**config.mk**
```make
export PLATFORM = sky130hd
export DESIGN_NAME = unit_propagate_flat
export DESIGN_NICKNAME = d
export VERILOG_FILES = /design/src/rtl/unit_propagate_if.sv /design/src/rtl/unit_propagate.sv /design/src/flat_wrapper.sv
export SDC_FILE = /design/constraint.sdc
export NUM_CORES = 2
export LEC_CHECK = 0
export ABC_AREA = 0
export CAP_MARGIN = 25
export CORE_AREA = 4 4 764 766
export CTS_CLUSTER_DIAMETER = 30
export DETAILED_ROUTE_END_ITERATION = 10
export DIE_AREA = 0 0 768 770
export GPL_ROUTABILITY_DRIVEN = 0
export GPL_TIMING_DRIVEN = 1
export PLACE_DENSITY = 0.3
export SKIP_LAST_GASP = 1
export SLEW_MARGIN = 10
export SYNTH_ARGS = -nofsm -noshare
export SYNTH_HDL_FRONTEND = slang
export SYNTH_SLANG_ARGS = --single-unit
```
**constraint.sdc**
```tcl
create_clock -name clock -period 64.3 [get_ports clock]
set_input_delay 16.075 -clock clock [delete_from_list [all_inputs] [get_ports clock]]
set_output_delay 16.075 -clock clock [all_outputs]
set_load 0.01 [all_outputs]
```
**src/rtl/unit_propagate_if.sv**
```systemverilog
// -----------------------------------------------------------------------------
// unit_propagate_if
// Bundles the request/result signals of the unit_propagate stage.
// A formula is carried flattened as three fields:
//   *_len   number of valid clauses
//   *_clen  per-clause literal count
//   *_lits  per-clause literal slots, lit = {neg, var[VAR_W-1:0]}
// Signals:
//   start          request, sampled by the stage only while idle
//   in_len/in_clen/in_lits  formula to rewrite
//   in_lit         unit literal L
//   ended          one-cycle result-valid pulse
//   conflict       a clause became empty (valid with ended)
//   empty_formula  no clauses remain (valid with ended)
//   out_len/out_clen/out_lits  rewritten formula
//   clauses_removed/lits_removed  statistics (UNIT_PROPAGATE_STATS_EN only)
// Modports: master (controller side), slave (unit_propagate side).
// -----------------------------------------------------------------------------
interface unit_propagate_if #(
    parameter int NUMBER_CLAUSES = 16,
    parameter int MAX_LITS       = 8,
    parameter int VAR_W          = 6
);
    localparam int LIT_W  = VAR_W + 1;
    localparam int CLEN_W = $clog2(MAX_LITS + 1);
    localparam int FLEN_W = $clog2(NUMBER_CLAUSES + 1);
    localparam int LR_W   = $clog2(NUMBER_CLAUSES * MAX_LITS + 1);

    logic                                             start;
    logic [FLEN_W-1:0]                                in_len;
    logic [NUMBER_CLAUSES-1:0][CLEN_W-1:0]            in_clen;
    logic [NUMBER_CLAUSES-1:0][MAX_LITS-1:0][LIT_W-1:0] in_lits;
    logic [LIT_W-1:0]                                 in_lit;

    logic                                             ended;
    logic                                             conflict;
    logic                                             empty_formula;
    logic [FLEN_W-1:0]                                out_len;
    logic [NUMBER_CLAUSES-1:0][CLEN_W-1:0]            out_clen;
    logic [NUMBER_CLAUSES-1:0][MAX_LITS-1:0][LIT_W-1:0] out_lits;
`ifdef UNIT_PROPAGATE_STATS_EN
    logic [FLEN_W-1:0]                                clauses_removed;
    logic [LR_W-1:0]                                  lits_removed;
`endif

    modport master (
        output start, in_len, in_clen, in_lits, in_lit,
        input  ended, conflict, empty_formula, out_len, out_clen, out_lits
`ifdef UNIT_PROPAGATE_STATS_EN
        , input clauses_removed, lits_removed
`endif
    );

    modport slave (
        input  start, in_len, in_clen, in_lits, in_lit,
        output ended, conflict, empty_formula, out_len, out_clen, out_lits
`ifdef UNIT_PROPAGATE_STATS_EN
        , output clauses_removed, lits_removed
`endif
    );
endinterface

```
**src/rtl/unit_propagate.sv**
```systemverilog
// -----------------------------------------------------------------------------
// unit_propagate
// DPLL stage following the unit-clause finder. Given a formula and a unit
// literal L, it drops every clause containing L and deletes ~L from the
// remaining clauses, compacting the survivors. One clause is examined per
// clock; the controller is told about a conflict (a clause emptied) or an
// empty formula (all clauses satisfied).
// Ports:
//   clock   rising-edge clock
//   reset   synchronous, active-high
//   bus     unit_propagate_if.slave (request, formula in, result, formula out)
// Optional feature: define UNIT_PROPAGATE_STATS_EN to add the
// clauses_removed / lits_removed counters on the interface.
// -----------------------------------------------------------------------------
module unit_propagate #(
    parameter int NUMBER_CLAUSES = 16,
    parameter int MAX_LITS       = 8,
    parameter int VAR_W          = 6
) (
    input  logic          clock,
    input  logic          reset,
    unit_propagate_if.slave bus
);
    localparam int LIT_W  = VAR_W + 1;
    localparam int CLEN_W = $clog2(MAX_LITS + 1);
    localparam int FLEN_W = $clog2(NUMBER_CLAUSES + 1);
    localparam int IDX_W  = (NUMBER_CLAUSES > 1) ? $clog2(NUMBER_CLAUSES) : 1;
    localparam int SLOT_W = (MAX_LITS > 1) ? $clog2(MAX_LITS) : 1;
`ifdef UNIT_PROPAGATE_STATS_EN
    localparam int LR_W   = $clog2(NUMBER_CLAUSES * MAX_LITS + 1);
`endif

    typedef enum logic {S_IDLE, S_SCAN} state_t;

    state_t r_state;
    state_t w_next_state;

    // Latched request
    logic [NUMBER_CLAUSES-1:0][MAX_LITS-1:0][LIT_W-1:0] r_lits;
    logic [NUMBER_CLAUSES-1:0][CLEN_W-1:0]              r_clen;
    logic [FLEN_W-1:0]                                  r_len;
    logic [LIT_W-1:0]                                   r_lit;

    // Scan pointers: r_i reads, r_o writes; r_o never passes r_i
    logic [FLEN_W-1:0] r_i;
    logic [FLEN_W-1:0] r_o;

    // Results
    logic                                               r_ended;
    logic                                               r_conflict;
    logic                                               r_empty;
    logic [FLEN_W-1:0]                                  r_out_len;
    logic [NUMBER_CLAUSES-1:0][CLEN_W-1:0]              r_out_clen;
    logic [NUMBER_CLAUSES-1:0][MAX_LITS-1:0][LIT_W-1:0] r_out_lits;
`ifdef UNIT_PROPAGATE_STATS_EN
    logic [FLEN_W-1:0]                                  r_clauses_removed;
    logic [LR_W-1:0]                                    r_lits_removed;
`endif

    // Evaluation of the current clause
    logic [LIT_W-1:0]                  w_neg_lit;
    logic [CLEN_W-1:0]                 w_cur_clen;
    logic [MAX_LITS-1:0][LIT_W-1:0]    w_cur_lits;
    logic [MAX_LITS-1:0][LIT_W-1:0]    w_pack;
    logic [CLEN_W-1:0]                 w_plen;
    logic [CLEN_W-1:0]                 w_nrem;
    logic                              w_sat;
    logic                              w_scan_done;
    logic                              w_hit_conflict;
    logic [FLEN_W-1:0]                 w_len_clamped;

    assign w_neg_lit  = {~r_lit[VAR_W], r_lit[VAR_W-1:0]};
    assign w_cur_clen = r_clen[r_i[IDX_W-1:0]];
    assign w_cur_lits = r_lits[r_i[IDX_W-1:0]];

    assign w_len_clamped = (bus.in_len > FLEN_W'(NUMBER_CLAUSES)) ?
                           FLEN_W'(NUMBER_CLAUSES) : bus.in_len;

    // Satisfaction is detected over the whole clause, so a clause holding
    // both L and ~L is dropped regardless of slot order; the packed copy is
    // simply discarded in that case.
    always_comb begin
        w_pack = '0;
        w_plen = '0;
        w_nrem = '0;
        w_sat  = 1'b0;
        for (int j = 0; j < MAX_LITS; j++) begin
            if (CLEN_W'(j) < w_cur_clen) begin
                if (w_cur_lits[j] == r_lit) begin
                    w_sat = 1'b1;
                end else if (w_cur_lits[j] == w_neg_lit) begin
                    w_nrem = w_nrem + CLEN_W'(1);
                end else begin
                    w_pack[w_plen[SLOT_W-1:0]] = w_cur_lits[j];
                    w_plen = w_plen + CLEN_W'(1);
                end
            end
        end
    end

    always_comb begin
        w_next_state   = r_state;
        w_scan_done    = 1'b0;
        w_hit_conflict = 1'b0;
        case (r_state)
            S_IDLE: begin
                if (bus.start) begin
                    w_next_state = S_SCAN;
                end
            end
            S_SCAN: begin
                if (r_i == r_len) begin
                    w_scan_done  = 1'b1;
                    w_next_state = S_IDLE;
                end else if (!w_sat && (w_plen == '0)) begin
                    w_hit_conflict = 1'b1;
                    w_next_state   = S_IDLE;
                end
            end
            default: w_next_state = S_IDLE;
        endcase
    end

    always_ff @(posedge clock) begin
        if (reset) begin
            r_state <= S_IDLE;
        end else begin
            r_state <= w_next_state;
        end
    end

    // Request capture needs no reset: it is only read while scanning, and
    // scanning is always preceded by a capture.
    always_ff @(posedge clock) begin
        if ((r_state == S_IDLE) && bus.start) begin
            r_lits <= bus.in_lits;
            r_clen <= bus.in_clen;
            r_len  <= w_len_clamped;
            r_lit  <= bus.in_lit;
        end
    end

    always_ff @(posedge clock) begin
        if (reset) begin
            r_i               <= '0;
            r_o               <= '0;
            r_ended           <= 1'b0;
            r_conflict        <= 1'b0;
            r_empty           <= 1'b0;
            r_out_len         <= '0;
            r_out_clen        <= '0;
            r_out_lits        <= '0;
`ifdef UNIT_PROPAGATE_STATS_EN
            r_clauses_removed <= '0;
            r_lits_removed    <= '0;
`endif
        end else begin
            r_ended <= 1'b0;
            if (r_state == S_IDLE) begin
                if (bus.start) begin
                    r_i               <= '0;
                    r_o               <= '0;
                    r_conflict        <= 1'b0;
                    r_empty           <= 1'b0;
                    r_out_len         <= '0;
                    r_out_clen        <= '0;
                    r_out_lits        <= '0;
`ifdef UNIT_PROPAGATE_STATS_EN
                    r_clauses_removed <= '0;
                    r_lits_removed    <= '0;
`endif
                end
            end else if (w_scan_done) begin
                r_ended   <= 1'b1;
                r_out_len <= r_o;
                r_empty   <= (r_o == '0);
            end else begin
                r_i <= r_i + FLEN_W'(1);
`ifdef UNIT_PROPAGATE_STATS_EN
                if (w_sat) begin
                    r_clauses_removed <= r_clauses_removed + FLEN_W'(1);
                end else begin
                    r_lits_removed <= r_lits_removed + LR_W'(w_nrem);
                end
`endif
                if (w_hit_conflict) begin
                    // Empty clause is not written; the count stops at r_o.
                    r_ended    <= 1'b1;
                    r_conflict <= 1'b1;
                    r_out_len  <= r_o;
                end else if (!w_sat) begin
                    r_out_clen[r_o[IDX_W-1:0]] <= w_plen;
                    r_out_lits[r_o[IDX_W-1:0]] <= w_pack;
                    r_o <= r_o + FLEN_W'(1);
                end
            end
        end
    end

    assign bus.ended         = r_ended;
    assign bus.conflict      = r_conflict;
    assign bus.empty_formula = r_empty;
    assign bus.out_len       = r_out_len;
    assign bus.out_clen      = r_out_clen;
    assign bus.out_lits      = r_out_lits;
`ifdef UNIT_PROPAGATE_STATS_EN
    assign bus.clauses_removed = r_clauses_removed;
    assign bus.lits_removed    = r_lits_removed;
`endif

endmodule

```
**src/flat_wrapper.sv**
```systemverilog
// flat-port wrapper written by rule: the top's interface ports become plain ports
module unit_propagate_flat 
#(
    parameter int NUMBER_CLAUSES = 16,
    parameter int MAX_LITS       = 8,
    parameter int VAR_W          = 6
)
  (clock, reset, bus_start, bus_in_len, bus_in_clen, bus_in_lits, bus_in_lit, bus_ended, bus_conflict, bus_empty_formula, bus_out_len, bus_out_clen, bus_out_lits);
  unit_propagate_if #(.NUMBER_CLAUSES(NUMBER_CLAUSES), .MAX_LITS(MAX_LITS), .VAR_W(VAR_W)) bus_i ();
  input  logic clock;
  input  logic reset;
  input wire logic [$bits(bus_i.start)-1:0] bus_start;
  input wire logic [$bits(bus_i.in_len)-1:0] bus_in_len;
  input wire logic [$bits(bus_i.in_clen)-1:0] bus_in_clen;
  input wire logic [$bits(bus_i.in_lits)-1:0] bus_in_lits;
  input wire logic [$bits(bus_i.in_lit)-1:0] bus_in_lit;
  output wire logic [$bits(bus_i.ended)-1:0] bus_ended;
  output wire logic [$bits(bus_i.conflict)-1:0] bus_conflict;
  output wire logic [$bits(bus_i.empty_formula)-1:0] bus_empty_formula;
  output wire logic [$bits(bus_i.out_len)-1:0] bus_out_len;
  output wire logic [$bits(bus_i.out_clen)-1:0] bus_out_clen;
  output wire logic [$bits(bus_i.out_lits)-1:0] bus_out_lits;
  assign bus_i.start = bus_start;
  assign bus_i.in_len = bus_in_len;
  assign bus_i.in_clen = bus_in_clen;
  assign bus_i.in_lits = bus_in_lits;
  assign bus_i.in_lit = bus_in_lit;
  assign bus_ended = bus_i.ended;
  assign bus_conflict = bus_i.conflict;
  assign bus_empty_formula = bus_i.empty_formula;
  assign bus_out_len = bus_i.out_len;
  assign bus_out_clen = bus_i.out_clen;
  assign bus_out_lits = bus_i.out_lits;
  unit_propagate #(.NUMBER_CLAUSES(NUMBER_CLAUSES), .MAX_LITS(MAX_LITS), .VAR_W(VAR_W)) u_core (.clock(clock), .reset(reset), .bus(bus_i));
endmodule
```
==> impl_metrics.py <==
metrics = {
    "worst_setup_path": {
        "worst_setup_path_start_kind": "primary input",
        "critPathArrivalTime_ps": 21310,
        "crit-reg2reg-launch": "u_core.r_i[0]",
        "path_depth": 9,
        "critPathTopFamily": "buffers and inverters",
        "reg2reg_slack_ps": 50790,
        "cp_max_fo": 151,
        "criticalPathCategory": "primary input to flip-flop",
        "regToRegEndpoint": "u_core.bus.out_lits[730]",
        "critPathBufInv": 8,
        "critPathRequiredTime_ps": 64940,
        "endpoint_kind": "flip-flop",
        "worstRegToRegCells": 40,
        "cp_slowest_cell": "buf_4",
        "cp_common_cell": "buf_4",
        "slowest_delay_ps": 660,
        "cp_cell_sequence": "clkdlybuf4s50_1 -> nor2b_4 -> buf_4 -> buf_12 -> buf_4 -> buf_4 -> buf_12 -> buf_4 -> buf_16",
    },
    "clock_network": {
        "cts_buffers": 593,
        "cts_resized": 0,
        "clk_pin_slew_worst_paths_ps": 40,
        "clock-sinks": 1951,
        "cts_tree": "done",
        "cts_root_buffer": "clkbuf_16",
        "post_cts.repair.setup_buffers": 0,
        "htree_levels": 6,
        "clockBufferDepth": 4,
        "clkLatencyLatePin_ps": 1030,
        "holdBufCountCts": 0,
    },
    "finish": {
        "mostFrequentLayoutCells": "1941 x clkdlybuf4s50_1, 975 x dfxtp_1, 972 x edfxtp_1",
        "drive_gt1_frac": 0.202,
        "final_common_cell": "clkdlybuf4s50_1",
        "area_delta_synth_final_pct": 66.8,
        "fillerInstances": 61200,
        "final_net_count": 8128,
        "final_core_util": 0.214,
    },
    "detailed_routing": {
        "dr.pass1.iters": 5,
        "drt_iter0_drc": 4014,
        "wirelength_um": 458000,
        "via_per_inst": 3.63,
        "avgRoutedWirePerCell_um": 29.7,
        "vias": 55900,
        "drcViolationCount": 0,
        "ant_nets": 0,
    },
    "floorplanning": {
        "start_util": 0.128,
        "ios": 1943,
        "coreArea_mm2": 0.576,
        "die_w_um": 768,
        "rows": 279,
        "die_h_um": 770,
        "die_area_mm2": 0.591,
    },
    "flow_run": {
        "cap_violations": 0,
    },
    "sta": {
        "timing.slew.headroom": 0.275,
        "max_freq_mhz": 48.4,
        "slew_viol_final": 0,
        "grt_setup_unrepaired": "false",
        "worst_pin_slew_ps": 1090,
        "setup_tns_ps": 0,
        "whs_ps": 456,
        "finalHoldViolations": 0,
        "fin_crit_sh": 0.321,
        "fin_worst_skew_ps": 83.4,
        "finalSetupViolCount": 0,
        "min_period_ps": 20670,
    },
    "synthesis": {
        "synth_xor_area_frac": 0.0115,
        "synth_cell_types": 98,
        "synth_simple_gate_area_frac": 0.0330,
        "yosysWarningCount": 0,
        "synth.net_count": 5822,
        "synth_compound_area_frac": 0.158,
        "synth_top_family_by_area": "compound AO/OA/AOI/OAI gates",
        "yosysSeqAreaShare": 0.661,
        "async_reset_ff_frac": 0,
        "synth_edf_count": 972,
        "yosys_register_bits": 1951,
        "syn_area_mm2": 0.0738,
        "synth_mux_area_frac": 0.0938,
        "syn_inst": 4832,
        "syn_area_per_cell_um2": 15.3,
        "synthAdderAreaFrac": 0.00254,
        "ys.flop_type": "dfxtp_1",
    },
    "power": {
        "p_total_w": 0.00747,
        "power_density_mw_per_mm2": 60.7,
        "ir_worst_vdd_mv": 0.188,
        "p_leak_nw": 42.2,
    },
    "min_path": {
        "min_from": "u_core.bus.out_lits[698]",
        "whs_endpoint": "u_core.bus.out_lits[698]",
        "min_path_cells": 1,
        "hold_class": "flip-flop to flip-flop",
    },
    "global_route": {
        "grt_usage": 0.147,
        "grt_pass1_wl_um": 586000,
        "grt-ovfl-total": 0,
        "grt_max_degree": 152,
        "grt_pass1_vias": 58200,
        "antenna_found_initial": 280,
    },
    "run_status": {
        "status": "finished clean",
    },
    "placement": {
        "hpwl_um": 337000,
        "port_buffers": 1942,
    },
}
[final cells by class]
class	instances	area (um2)	area share
Clock buffer	767	16200	0.132
Clock inverter	311	4120	0.0335
Tap cell	7727	9670	0.0785
Inverter	27	113	0.000915
Timing Repair Buffer	2130	21000	0.171
Sequential cell	1951	48800	0.396
Multi-Input combinational cell	2435	23000	0.186
Antenna cell	70	175	0.00142
[worst register-to-register path: cells and delay by family, from the launching register on]
family / cells / cell delay (ps)
buffers and inverters: 10 / 3360
and+or+nand+nor: 12 / 3290
AOI/OAI and AO/OA: 7 / 2550
adders and majority gates: 7 / 2440
muxes: 3 / 730
DFF: 1 / 660
xor gates and xnor gates: 1 / 370
[sequential cells by signal, indices dropped and copies added (netlist names), 5 cells and up]
name,count
u_core.bus.out_clen,64
u_core.r_o,5
u_core.r_clen,64
u_core.r_i,5
u_core.bus.out_len,5
u_core.r_lits,896
u_core.r_lit,7
u_core.bus.out_lits,896
u_core.r_len,5
[kinds of logic (layout without fill, tap and decap cells)]
logic type                 count (synthesis)  after routing
DFF                                     1951           1951
other                                      0             70
and+or+nand+nor                          486            486
xor gates and xnor gates                  76             76
AOI/OAI and AO/OA                       1428           1428
adders and majority gates                 15             15
buffers and inverters                    446           3235
muxes                                    430            430
[worst max path at each step]
stage                         start            endpoint
final                     bus_start  u_core.r_lits[272]
after CTS                 bus_start  u_core.r_lits[545]
after global routing      bus_start  u_core.r_lits[601]
after global placement    bus_start  u_core.r_lits[104]
after floorplan           bus_start       u_core.r_i[1]
after detailed placement  bus_start  u_core.r_lits[104]
[layer usage]
layer | vias to the layer above | global-route usage | wire (um)
li1 | 24200 | - | -
met1 | 27800 | 0.160 | 171000
met2 | 2776 | 0.267 | 233000
met3 | 957 | 0.0544 | 38700
met4 | 228 | 0.0398 | 13300
met5 | - | 0 | 1500
[power breakdown]
group	internal (W)	switching, W	leakage [nW]
clock network	0.00203	0.000902	9.89
logic	0.000697	0.00236	15.1
registers	0.00144	0.0000434	17.2
total	0.00417	0.00330	42.2
[Yosys cell counts (all sizes together), types with 12 or more instances]
cell type,number,area [um2]
nand3,40,200
a22oi,33,248
o21a,22,165
and2,12,75.1
buf,301,2380
a22o,878,7690
edfxtp,972,29200
nor2b,33,206
a31oi,31,224
ha,15,188
mux2,78,886
a221o,12,120
nand2b,23,144
nand2,117,439
nand4,29,181
dfxtp,979,19600
o21ai,80,404
xnor2,54,578
clkbuf,118,443
nor2,122,473
mux2i,155,1600
o2bb2ai,112,981
o211ai,34,260
and3,25,156
xor2,17,156
inv,26,105
nor3,44,220
a211oi,14,105
mux4,197,4440
a21oi,106,598
o22ai,33,206
[through the flow]
step	cells	setup WS, ps	instance area [um2]
after global placement	14300	42400	102000
after CTS	15300	43580	123000
after global routing	15400	43290	123000
final	15400	43630	123000
after floorplan	4832	19080	73800
after detailed placement	14300	42460	102000
Note: power is estimated with default switching activity, not from simulation.
